`config.mk`:
```
export PLATFORM = sky130hd
export DESIGN_NAME = serial_adder_seq_flat
export DESIGN_NICKNAME = d
export VERILOG_FILES = /design/src/rtl/serial_adder_seq_pkg.sv /design/src/rtl/serial_adder_seq_if.sv /design/src/rtl/serial_adder_seq_fa_cell.sv /design/src/rtl/serial_adder_seq.sv /design/src/flat_wrapper.sv
export SDC_FILE = /design/constraint.sdc
export NUM_CORES = 1
export LEC_CHECK = 0
export ABC_AREA = 1
export ABC_CLOCK_PERIOD_IN_PS = 1200
export CAP_MARGIN = 0
export CORE_ASPECT_RATIO = 0.9
export CORE_UTILIZATION = 52
export CTS_CLUSTER_DIAMETER = 30
export DETAILED_ROUTE_END_ITERATION = 16
export GPL_TIMING_DRIVEN = 1
export MAX_ROUTING_LAYER = met4
export PLACE_DENSITY = 0.81
export SYNTH_ARGS = -nofsm -noshare
export SYNTH_HDL_FRONTEND = slang
export SYNTH_HIERARCHICAL = 1
export SYNTH_SLANG_ARGS = --single-unit
export TNS_END_PERCENT = 1
```
`constraint.sdc`:
```
create_clock -name clk -period 1.2 [get_ports clk]
set_input_delay 0.24 -clock clk [delete_from_list [all_inputs] [get_ports clk]]
set_output_delay 0.24 -clock clk [all_outputs]
set_load 0.05 [all_outputs]
```
`src/rtl/serial_adder_seq_pkg.sv`:
```
// Shared types and limits for the bit-serial adder.
// Latency: n/a (declarations only).
// Backpressure: n/a.
package serial_adder_pkg;

  localparam int SA_WIDTH_MAX = 32;

  typedef enum logic [1:0] {
    IDLE  = 2'd0,
    SHIFT = 2'd1,
    DONE  = 2'd2
  } state_t;

  // Bit-position counter width; clamped to the supported operand range.
  function automatic int cnt_width(input int w);
    int c;
    c = (w > SA_WIDTH_MAX) ? SA_WIDTH_MAX : w;
    return (c < 2) ? 1 : $clog2(c);
  endfunction

endpackage

```
`src/rtl/serial_adder_seq_if.sv`:
```
// Operand/result handshake bundle for the bit-serial adder.
// Latency: n/a (wires only).
// Backpressure: in_ready/out_ready carry the valid-ready flow control.
interface serial_adder_seq_if #(parameter int WIDTH = 8);
  logic             in_valid;
  logic             in_ready;
  logic [WIDTH-1:0] a;
  logic [WIDTH-1:0] b;
  logic             cin;
  logic             out_valid;
  logic             out_ready;
  logic [WIDTH-1:0] sum;
  logic             cout;

  // Producer/consumer side driving operands and taking results.
  modport master (
    output in_valid, a, b, cin, out_ready,
    input  in_ready, out_valid, sum, cout
  );

  // Adder side.
  modport slave (
    input  in_valid, a, b, cin, out_ready,
    output in_ready, out_valid, sum, cout
  );
endinterface

```
`src/rtl/serial_adder_seq_fa_cell.sv`:
```
// One-bit full adder: sum is the XOR of the inputs, carry is their majority.
// Latency: combinational.
// Backpressure: none.
module fa_cell (
  input  logic a,
  input  logic b,
  input  logic ci,
  output logic s,
  output logic co
);

  // Pure combinational cell; the carry loop is closed by the caller's flop.
  always_comb begin
    s  = a ^ b ^ ci;
    co = (a & b) | (a & ci) | (b & ci);
  end

endmodule

```
`src/rtl/serial_adder_seq.sv`:
```
// Bit-serial a+b+cin, LSB first, one bit position per clock through fa_cell.
// Latency: accept edge t, result valid after edge t+WIDTH, drained on edge t+WIDTH+1 earliest.
// Backpressure: in_ready low while busy; result and carry held in DONE until out_ready.
module serial_adder_seq
  import serial_adder_pkg::*;
#(
  parameter int WIDTH = 8
) (
  input logic               clk,
  input logic               rst_n,
  serial_adder_seq_if.slave bus
);

  localparam int            CW   = cnt_width(WIDTH);
  localparam logic [CW-1:0] LAST = CW'(WIDTH - 1);

  state_t           state;
  logic [WIDTH-1:0] a_sr;
  logic [WIDTH-1:0] b_sr;
  logic [WIDTH-1:0] sum_sr;
  logic             carry;
  logic [CW-1:0]    cnt;
  logic             in_ready_r;
  logic             out_valid_r;
  logic             fa_s;
  logic             fa_co;

  // The only arithmetic: one bit position per cycle, carry fed back via the carry flop.
  fa_cell u_fa (
    .a  (a_sr[0]),
    .b  (b_sr[0]),
    .ci (carry),
    .s  (fa_s),
    .co (fa_co)
  );

  // Control FSM plus datapath registers; handshake outputs are registered alongside state.
  always_ff @(posedge clk or negedge rst_n) begin
    if (!rst_n) begin
      state       <= IDLE;
      a_sr        <= '0;
      b_sr        <= '0;
      sum_sr      <= '0;
      carry       <= 1'b0;
      cnt         <= '0;
      in_ready_r  <= 1'b1;
      out_valid_r <= 1'b0;
    end else begin
      case (state)
        IDLE: begin
          if (bus.in_valid) begin
            a_sr       <= bus.a;
            b_sr       <= bus.b;
            carry      <= bus.cin;
            sum_sr     <= '0;
            cnt        <= '0;
            in_ready_r <= 1'b0;
            state      <= SHIFT;
          end
        end
        SHIFT: begin
          // Sum bits enter at the MSB so bit i lands at position i after WIDTH steps.
          sum_sr <= {fa_s, sum_sr[WIDTH-1:1]};
          carry  <= fa_co;
          a_sr   <= a_sr >> 1;
          b_sr   <= b_sr >> 1;
          if (cnt == LAST) begin
            // Exact terminal compare; the counter parks instead of wrapping.
            cnt         <= '0;
            out_valid_r <= 1'b1;
            state       <= DONE;
          end else begin
            cnt <= cnt + 1'b1;
          end
        end
        DONE: begin
          if (bus.out_ready) begin
            out_valid_r <= 1'b0;
            in_ready_r  <= 1'b1;
            state       <= IDLE;
          end
        end
        default: begin
          state       <= IDLE;
          in_ready_r  <= 1'b1;
          out_valid_r <= 1'b0;
        end
      endcase
    end
  end

  // Result ports are straight register outputs; meaningful only while out_valid.
  always_comb begin
    bus.in_ready  = in_ready_r;
    bus.out_valid = out_valid_r;
    bus.sum       = sum_sr;
    bus.cout      = carry;
  end

endmodule

```
`src/flat_wrapper.sv`:
```
// flat-port wrapper written by rule: the top's interface ports become plain ports
module serial_adder_seq_flat import serial_adder_pkg::*;
#(
  parameter int WIDTH = 8
)
  (clk, rst_n, bus_in_valid, bus_a, bus_b, bus_cin, bus_out_ready, bus_in_ready, bus_out_valid, bus_sum, bus_cout);
  serial_adder_seq_if #(.WIDTH(WIDTH)) bus_i ();
  input logic clk;
  input logic rst_n;
  input wire logic [$bits(bus_i.in_valid)-1:0] bus_in_valid;
  input wire logic [$bits(bus_i.a)-1:0] bus_a;
  input wire logic [$bits(bus_i.b)-1:0] bus_b;
  input wire logic [$bits(bus_i.cin)-1:0] bus_cin;
  input wire logic [$bits(bus_i.out_ready)-1:0] bus_out_ready;
  output wire logic [$bits(bus_i.in_ready)-1:0] bus_in_ready;
  output wire logic [$bits(bus_i.out_valid)-1:0] bus_out_valid;
  output wire logic [$bits(bus_i.sum)-1:0] bus_sum;
  output wire logic [$bits(bus_i.cout)-1:0] bus_cout;
  assign bus_i.in_valid = bus_in_valid;
  assign bus_i.a = bus_a;
  assign bus_i.b = bus_b;
  assign bus_i.cin = bus_cin;
  assign bus_i.out_ready = bus_out_ready;
  assign bus_in_ready = bus_i.in_ready;
  assign bus_out_valid = bus_i.out_valid;
  assign bus_sum = bus_i.sum;
  assign bus_cout = bus_i.cout;
  serial_adder_seq #(.WIDTH(WIDTH)) u_core (.clk(clk), .rst_n(rst_n), .bus(bus_i));
endmodule
```
# --- Word level (Yosys, flattened, before mapping) ---
# Index checks and enable logic that the tools add are counted.
totals:
  inputBits: 21
  ff_bits: 32
op_classes:
  bitwise: 9
  n_eq_ne: 6
  muxes: 21
  add_sub_neg: 1
  n_reduce_logical: 6
ops:
  columns: ["op", "n"]
  rows:
  - ["8-bit case mux with 2 select lines", 3]
  - ["8-bit two-way mux", 3]
  - ["3-bit AND reduction", 3]
  - ["2-bit two-way mux", 3]
  - ["3-bit two-way mux", 2]
  - ["1-bit case mux with 3 select lines", 2]
  - ["2-bit case mux with 3 select lines", 1]
  - ["3-bit case mux with 2 select lines", 1]
  - ["1-bit two-way mux", 5]
  - ["2-bit != test (second input constant)", 2]
  - ["3-bit by 1-bit adder with 3-bit output (second input constant)", 1]
  - ["1-bit AND", 3]
  - ["3-bit equality test (second input constant)", 1]
  - ["2-bit by 1-bit equality test with 1-bit output (second input constant)", 1]
  - ["2-bit equality test (second input constant)", 1]
  - ["2-bit logical NOT", 1]
  - ["2-bit by 1-bit != test with 1-bit output (second input constant)", 1]
  - ["1-bit NOT", 2]
  - ["1-bit bitwise OR", 2]
  - ["1-bit case mux with 2 select lines", 1]
  - ["2-bit AND reduction", 1]
  - ["2-bit nonzero test", 1]
  - ["1-bit XOR", 2]

# --- Logic depth before layout (Yosys ltp) ---
# Gate-level depths: netlist of run 1.
depth:
  depth_word: 4
  depth_mapped: 6
  mapped_depth_nobuf: 6

# --- Modules after synthesis ---
# Netlist of run 1, hierarchy kept.
modules_own_cells:
  columns: ["mod", "cells_each", "instances", "seq_area_each_um2", "area_each_um2"]
  rows:
  - ["serial_adder_seq", 204, 1, 802.0, 1724.2]
  - ["fa_cell", 1, 1, 0.0, 20.0]

# --- Worst setup path after synthesis of run 1 ---
# No wires, ideal clock.
synth_timing:
  path_kind: "reg-to-reg"
  startpoint: "register u_core.carry, in the netlist u_core/bus.cout"
  endpoint: "register u_core.sum_sr[7], in the netlist u_core/bus.sum[7]"
  synth_period_minus_slack_ns: 1.375
  stages_incl_launch_ff: 4
  slack_ns: -0.175
  t_arrival_ns: 1.248
  cell_sequence: "dfrtp_1 > fa_1 > nand2_1 > o21ai_0"
synth_between:
  elab_chain_cells: 2
synth_lines:
  columns: ["item", "line_no", "source"]
  rows:
  - ["start: declaration", "serial_adder_seq.sv:21", "logic carry;"]
  - ["start signal: assignment", "serial_adder_seq.sv:54", "carry <= bus.cin;"]
  - ["start signal: assignment", "serial_adder_seq.sv:64", "carry <= fa_co;"]
  - ["1-bit XOR", "serial_adder_seq_fa_cell.sv:14", "s = a ^ b ^ ci;"]
  - ["net u_core.fa_s", "serial_adder_seq.sv:25", "logic fa_s;"]
  - ["8-bit case mux with 2 select lines", "serial_adder_seq.sv:49", "case (state)"]
  - ["end signal: assignment", "serial_adder_seq.sv:63", "sum_sr <= {fa_s, sum_sr[WIDTH-1:1]};"]
  - ["end: declaration", "serial_adder_seq.sv:20", "logic [WIDTH-1:0] sum_sr;"]
# The timed path passes the listed nets, and every way through them passes these cells.
# A chain may end at the register's enable or synchronous reset.

# --- Worst setup path after layout of run 1 ---
layout_timing:
  startpoint: "register u_core.in_ready_r, in the netlist u_core/bus.in_ready"
  endpoint: "output port bus_in_ready"
layout_rtl:
  columns: ["item", "line_no", "source"]
  rows:
  - ["start: declaration", "serial_adder_seq.sv:23", "logic in_ready_r;"]
  - ["start signal: assignment", "serial_adder_seq.sv:46", "in_ready_r <= 1'b1;"]
  - ["start signal: assignment", "serial_adder_seq.sv:57", "in_ready_r <= 1'b0;"]
  - ["start signal: assignment", "serial_adder_seq.sv:79", "in_ready_r <= 1'b1;"]
  - ["end: declaration", "flat_wrapper.sv:15", "output wire logic [$bits(bus_i.in_ready)-1:0] bus_in_ready;"]
# No word-level cell between the ends.

==> metrics.sh, run 1 <==
SYN_AVG_CELL_AREA_UM2=8.51
INSTANCES_NO_FILL=286
WORST-PATH-BUF-INV=1
POWER.SWITCHING_FRACTION_PCT=43.2
CRITICALPATHCATEGORY='reg2out'
FMAX_GHz=0.815
ANTENNA_CELLS_INSERTED=0
WORST_SLACK_PS=-26.6
YOSYSMOSTFREQUENTCELL='sky130_fd_sc_hd__nand2_1'
FP.DIEH_UM=56.9
CRIT_FAMILY='flip-flops'
CRITICAL_PATH_PEAK_FANOUT=2
HIGHEST_LAYER='met4'
YOSYSUNIQUECELLTYPES=20
FINAL_UTIL_PCT=74.8
GRT_PASS1_VIAS=1334
LAYOUT-DRIVE-GT1-SHARE_PCT=23.8
SYNTH.AREA.TOP_CELLS='sky130_fd_sc_hd__dfrtp_1 (44%), sky130_fd_sc_hd__nand2_1 (14%), sky130_fd_sc_hd__nand3_1 (8.6%), sky130_fd_sc_hd__inv_1 (7.1%), sky130_fd_sc_hd__nand3_2 (5.7%)'
CTS-ROOT-BUF='sky130_fd_sc_hd__clkbuf_8'
MULTIINPUTGATEAREA_UM2=694
COUNT_OF_STATE_ELEMENTS_AFTER_SYNTHESIS=32
PLACED_AREA_MM2=0.00223
POWER.SEQUENTIAL.FRACTION_PCT=32.2
VIA_COUNT=1388
DR_WL_MET3_UM=127
TIMING.CRITICAL_PATH.FROM_TYPE='flop'
COUNT_OF_BUFFERS_FROM_PORT_BUFFERING=31
FINALCLOCKSKEW_PS=4.37
ROWS=19
SYNTH.CELL_AREA_MM2=0.00174
CRITPATHREQUIREDTIME_PS=960
LAYOUT_WORST_PATH_CYCLE_SHARE_PCT=102
WORST_SKEW_PAIR.LATE_LATENCY_PS=290
CLOCK_SINKS=32
GLOBALROUTE.TOTALOVERFLOW=0
GP_CONGESTION=0.742
LIST_OF_CELLS_TRAVERSED_BY_THE_CRITICAL_PATH='buf_12'
ANT_NETS=0
ROUTED-WL-MET2_UM=1700
POST_CTS_HOLD_BUFFER_COUNT=0
ROUTE.DETAILED.WL_PER_INST_UM=11.9
DESIGN.FINAL.NETS=267
STATUS='complete, but fails checks'
CORE_AREA_MM2=0.00311
CLK_PIN_SLEW_PS=70
VIOLATIONS_IN_THE_FINAL_REPORTS='setup timing'
DRT-INITIAL-DRC-COUNT=53
FINAL_MAX_SLEW_VIOL_COUNT=0
FLOORPLAN.INITIALDENSITY_PCT=56.0
CTS_TREE='done'
RELSLEWSLACK_PCT=86.8
PLACE_INST=278
PIN_COUNT=32
SYNTH_TOP_AREA_SHARE_PCT=44.5
DIEAREA_MM2=0.00359
COMB_POWER_SHARE_PCT=54.3
CP_SLOWEST_CELL='sky130_fd_sc_hd__dfstp_2'
YS_DOMINANT_REG_CELL='sky130_fd_sc_hd__dfrtp_1'
PIN_COUNT_OF_THE_BIGGEST_NET_ENTERING_GLOBAL_ROUTING=33
SYNTH-EDFF-COUNT=0
IR_WORST_VDD_mV=1.69
ASYNC_RESET_FF_SHARE_PCT=100
DRT_PRE_ANTENNA_ITERS=4
DRT-MET1-WL_UM=1530
CTS-ROOT-TO-SINK-BUFFERS=2
CTS_HTREE_LEVELS=2
FINALHOLDWORSTSLACK_PS=306
SYNTH_WARNINGS=6
INTERNAL-POWER_mW=3.58
POST-ROUTE-CELL-AREA_MM2=0.00233
REPORT.FINAL.HOLD_VIOL_COUNT=0
P_CLK_SHARE_PCT=13.4
TIMING.CRITICAL_PATH.ARRIVAL_PS=990
FP.DIEW_UM=63.1
WORST_SLEW_PIN_SLEW_PS=197
GRT_SETUP_UNREPAIRED='true'
HOLD_PATH_CLASS='in2async'
NUM-FILL-CELLS=216
CP-END-KIND='output pin'
TOTAL_POWER_mW=6.30
POWER_PER_CELL_AREA_mW_PER_MM2=2710
POSTSYNTHNETCOUNT=229
NETSWITCHINGPOWER_mW=2.72
TOTAL_DETAILED_ROUTING_WIRELENGTH_UM=3400
ROUTED_VIA_DENSITY=4.85
FIN_TNS_SETUP_PS=-36.3
SYNTH.TOP_CELLS.BY_COUNT='sky130_fd_sc_hd__nand2_1 (65), sky130_fd_sc_hd__inv_1 (33), sky130_fd_sc_hd__dfrtp_1 (31), sky130_fd_sc_hd__nand3_1 (30), sky130_fd_sc_hd__nand3_2 (10)'
LAYOUT.AREA.SEQ_UM2=806
YOSYSSEQAREASHARE_PCT=46.0
BIGGEST_AREA_CONSUMER_AMONG_SYNTHESIZED_CELLS='sky130_fd_sc_hd__dfrtp_1'
FIRST_PASS_GRT_WIRE_LENGTH_UM=5950
MAX_CAP_VIOLATIONS=0
TIMING.FINAL.CRIT_PERIOD_PS=1230
POST_SYNTH_INST_COUNT=205
HPWL_UM=2410
PRECTSSETUPSLACK_PS=-168
GRT.TOTAL_USAGE_PCT=22.7
AREA_GROW_SYN2LAYOUT_PCT=33.5
GRT_ANTENNA_BEFORE_REPAIR=0
DRC_ERRORS=0
POWER_LEAKAGE_nW=1.23
REPORT.FINAL.SETUP_VIOL=2
CTS_MADE_BUFFERS=5
MAX_STAGE_DELAY_PS=560
path summary, 6_finish.rpt:
check                      depth (start not counted)                             from                               to  slack [ps]
min in group clk                                   1        u_core/cnt[0]$_DFFE_PN0P_        u_core/cnt[0]$_DFFE_PN0P_         490
max in group asynchronous                          2                            rst_n  u_core/bus.in_ready$_DFFE_PN1P_         660
min reg2reg                                        1        u_core/cnt[0]$_DFFE_PN0P_        u_core/cnt[0]$_DFFE_PN0P_         490
min                                                2                            rst_n    u_core/bus.sum[5]$_DFFE_PN0P_         310
max                                                1  u_core/bus.in_ready$_DFFE_PN1P_                     bus_in_ready         -30
max reg2reg                                        3       u_core/a_sr[0]$_DFFE_PN0P_    u_core/bus.sum[7]$_DFFE_PN0P_          10
kinds of logic (layout without fill, tap and decap cells):
kind of cell               count (synthesis)  in the layout  share of synthesized area [%]
adders and majority gates                  3              3                           2.58
DFF                                       32             32                           46.0
and+or+nand+nor                          120            120                           35.7
buffers and inverters                     45             84                           14.3
AOI/OAI and AO/OA                          5              5                           1.43
power by group through the flow:
stage               clock [mW]  combinational [mW]  sequential [mW]
floorplan                    0                1.83             2.40
CTS                      0.868                3.45             2.02
global placement             0                3.32             2.00
finish                   0.847                3.42             2.03
global route             0.921                3.75             2.10
detailed placement           0                3.43             2.02
registers in the layout (all words and copies together) (netlist names):
| signal | cells |
|---|---|
| u_core/a_sr | 8 |
| u_core/bus.in_ready | 1 |
| u_core/cnt | 3 |
| u_core/bus.cout | 1 |
| u_core/state | 2 |
| u_core/bus.out_valid | 1 |
| u_core/bus.sum | 8 |
| u_core/b_sr | 8 |
worst reg2reg max path, cell delays in order (launching register included):
cell and delay (ps):
sky130_fd_sc_hd__dfrtp_1 410, sky130_fd_sc_hd__fa_2 570, sky130_fd_sc_hd__nand2_1 50, sky130_fd_sc_hd__o21ai_0 80
cell type report:
| cell class | count | share of cell area (%) |
|---|---|---|
| Clock buffer | 6 | 3.55 |
| Clock inverter | 2 | 0.430 |
| Timing Repair Buffer | 41 | 23.6 |
| Multi-Input combinational cell | 128 | 29.8 |
| Tap cell | 42 | 2.26 |
| Inverter | 35 | 5.75 |
| Sequential cell | 32 | 34.6 |
metal layers:
layer / vias up / GRT usage, %
met2: 35 / 35.5
met4: 0 / 8.97
met1: 648 / 28.4
li1: 698 / -
met5: - / -
met3: 7 / 5.40
placed cells by master, fill, tap and decap left out:
master                             n
sky130_fd_sc_hd__buf_12           15
sky130_fd_sc_hd__buf_4             5
sky130_fd_sc_hd__buf_6             1
sky130_fd_sc_hd__clkbuf_8          6
sky130_fd_sc_hd__clkdlybuf4s50_1  20
sky130_fd_sc_hd__clkinv_2          2
sky130_fd_sc_hd__dfrtp_1          28
sky130_fd_sc_hd__dfrtp_2           3
sky130_fd_sc_hd__dfstp_2           1
sky130_fd_sc_hd__fa_2              1
sky130_fd_sc_hd__ha_1              2
sky130_fd_sc_hd__inv_1            33
sky130_fd_sc_hd__inv_2             1
sky130_fd_sc_hd__inv_4             1
sky130_fd_sc_hd__nand2_1          65
sky130_fd_sc_hd__nand2_2           9
sky130_fd_sc_hd__nand2_8           3
sky130_fd_sc_hd__nand3_1          30
sky130_fd_sc_hd__nand3_2          10
sky130_fd_sc_hd__nor2_1            3
sky130_fd_sc_hd__o21ai_0           3
sky130_fd_sc_hd__o21ai_1           2
timing repair:
action / CTS / global route
gates resized for setup: 1 / 4
endpoints found under the setup margin: 2 / 19
gates cloned: 0 / 0
buffers inserted: 0 / 0
(Power assumes the default switching activity.)
==> run 2: changes to the inputs <==
--- a/config.mk
+++ b/config.mk
@@ -7,14 +7,15 @@
 export LEC_CHECK = 0
 export ABC_AREA = 1
 export ABC_CLOCK_PERIOD_IN_PS = 1200
-export CAP_MARGIN = 0
 export CORE_ASPECT_RATIO = 0.9
 export CORE_UTILIZATION = 52
 export CTS_CLUSTER_DIAMETER = 30
+export CTS_CLUSTER_SIZE = 20
 export DETAILED_ROUTE_END_ITERATION = 16
 export GPL_TIMING_DRIVEN = 1
 export MAX_ROUTING_LAYER = met4
 export PLACE_DENSITY = 0.81
+export SKIP_CTS_REPAIR_TIMING = 1
 export SYNTH_ARGS = -nofsm -noshare
 export SYNTH_HDL_FRONTEND = slang
 export SYNTH_HIERARCHICAL = 1
==> results of run 2 <==
Same layout as run 1: the final DEF is identical, and so are final timing and power.
Main changes from that run: wire length of the first global-routing pass 5950 um -> 5960 um; via count of the first global-routing pass 1334 -> 1336
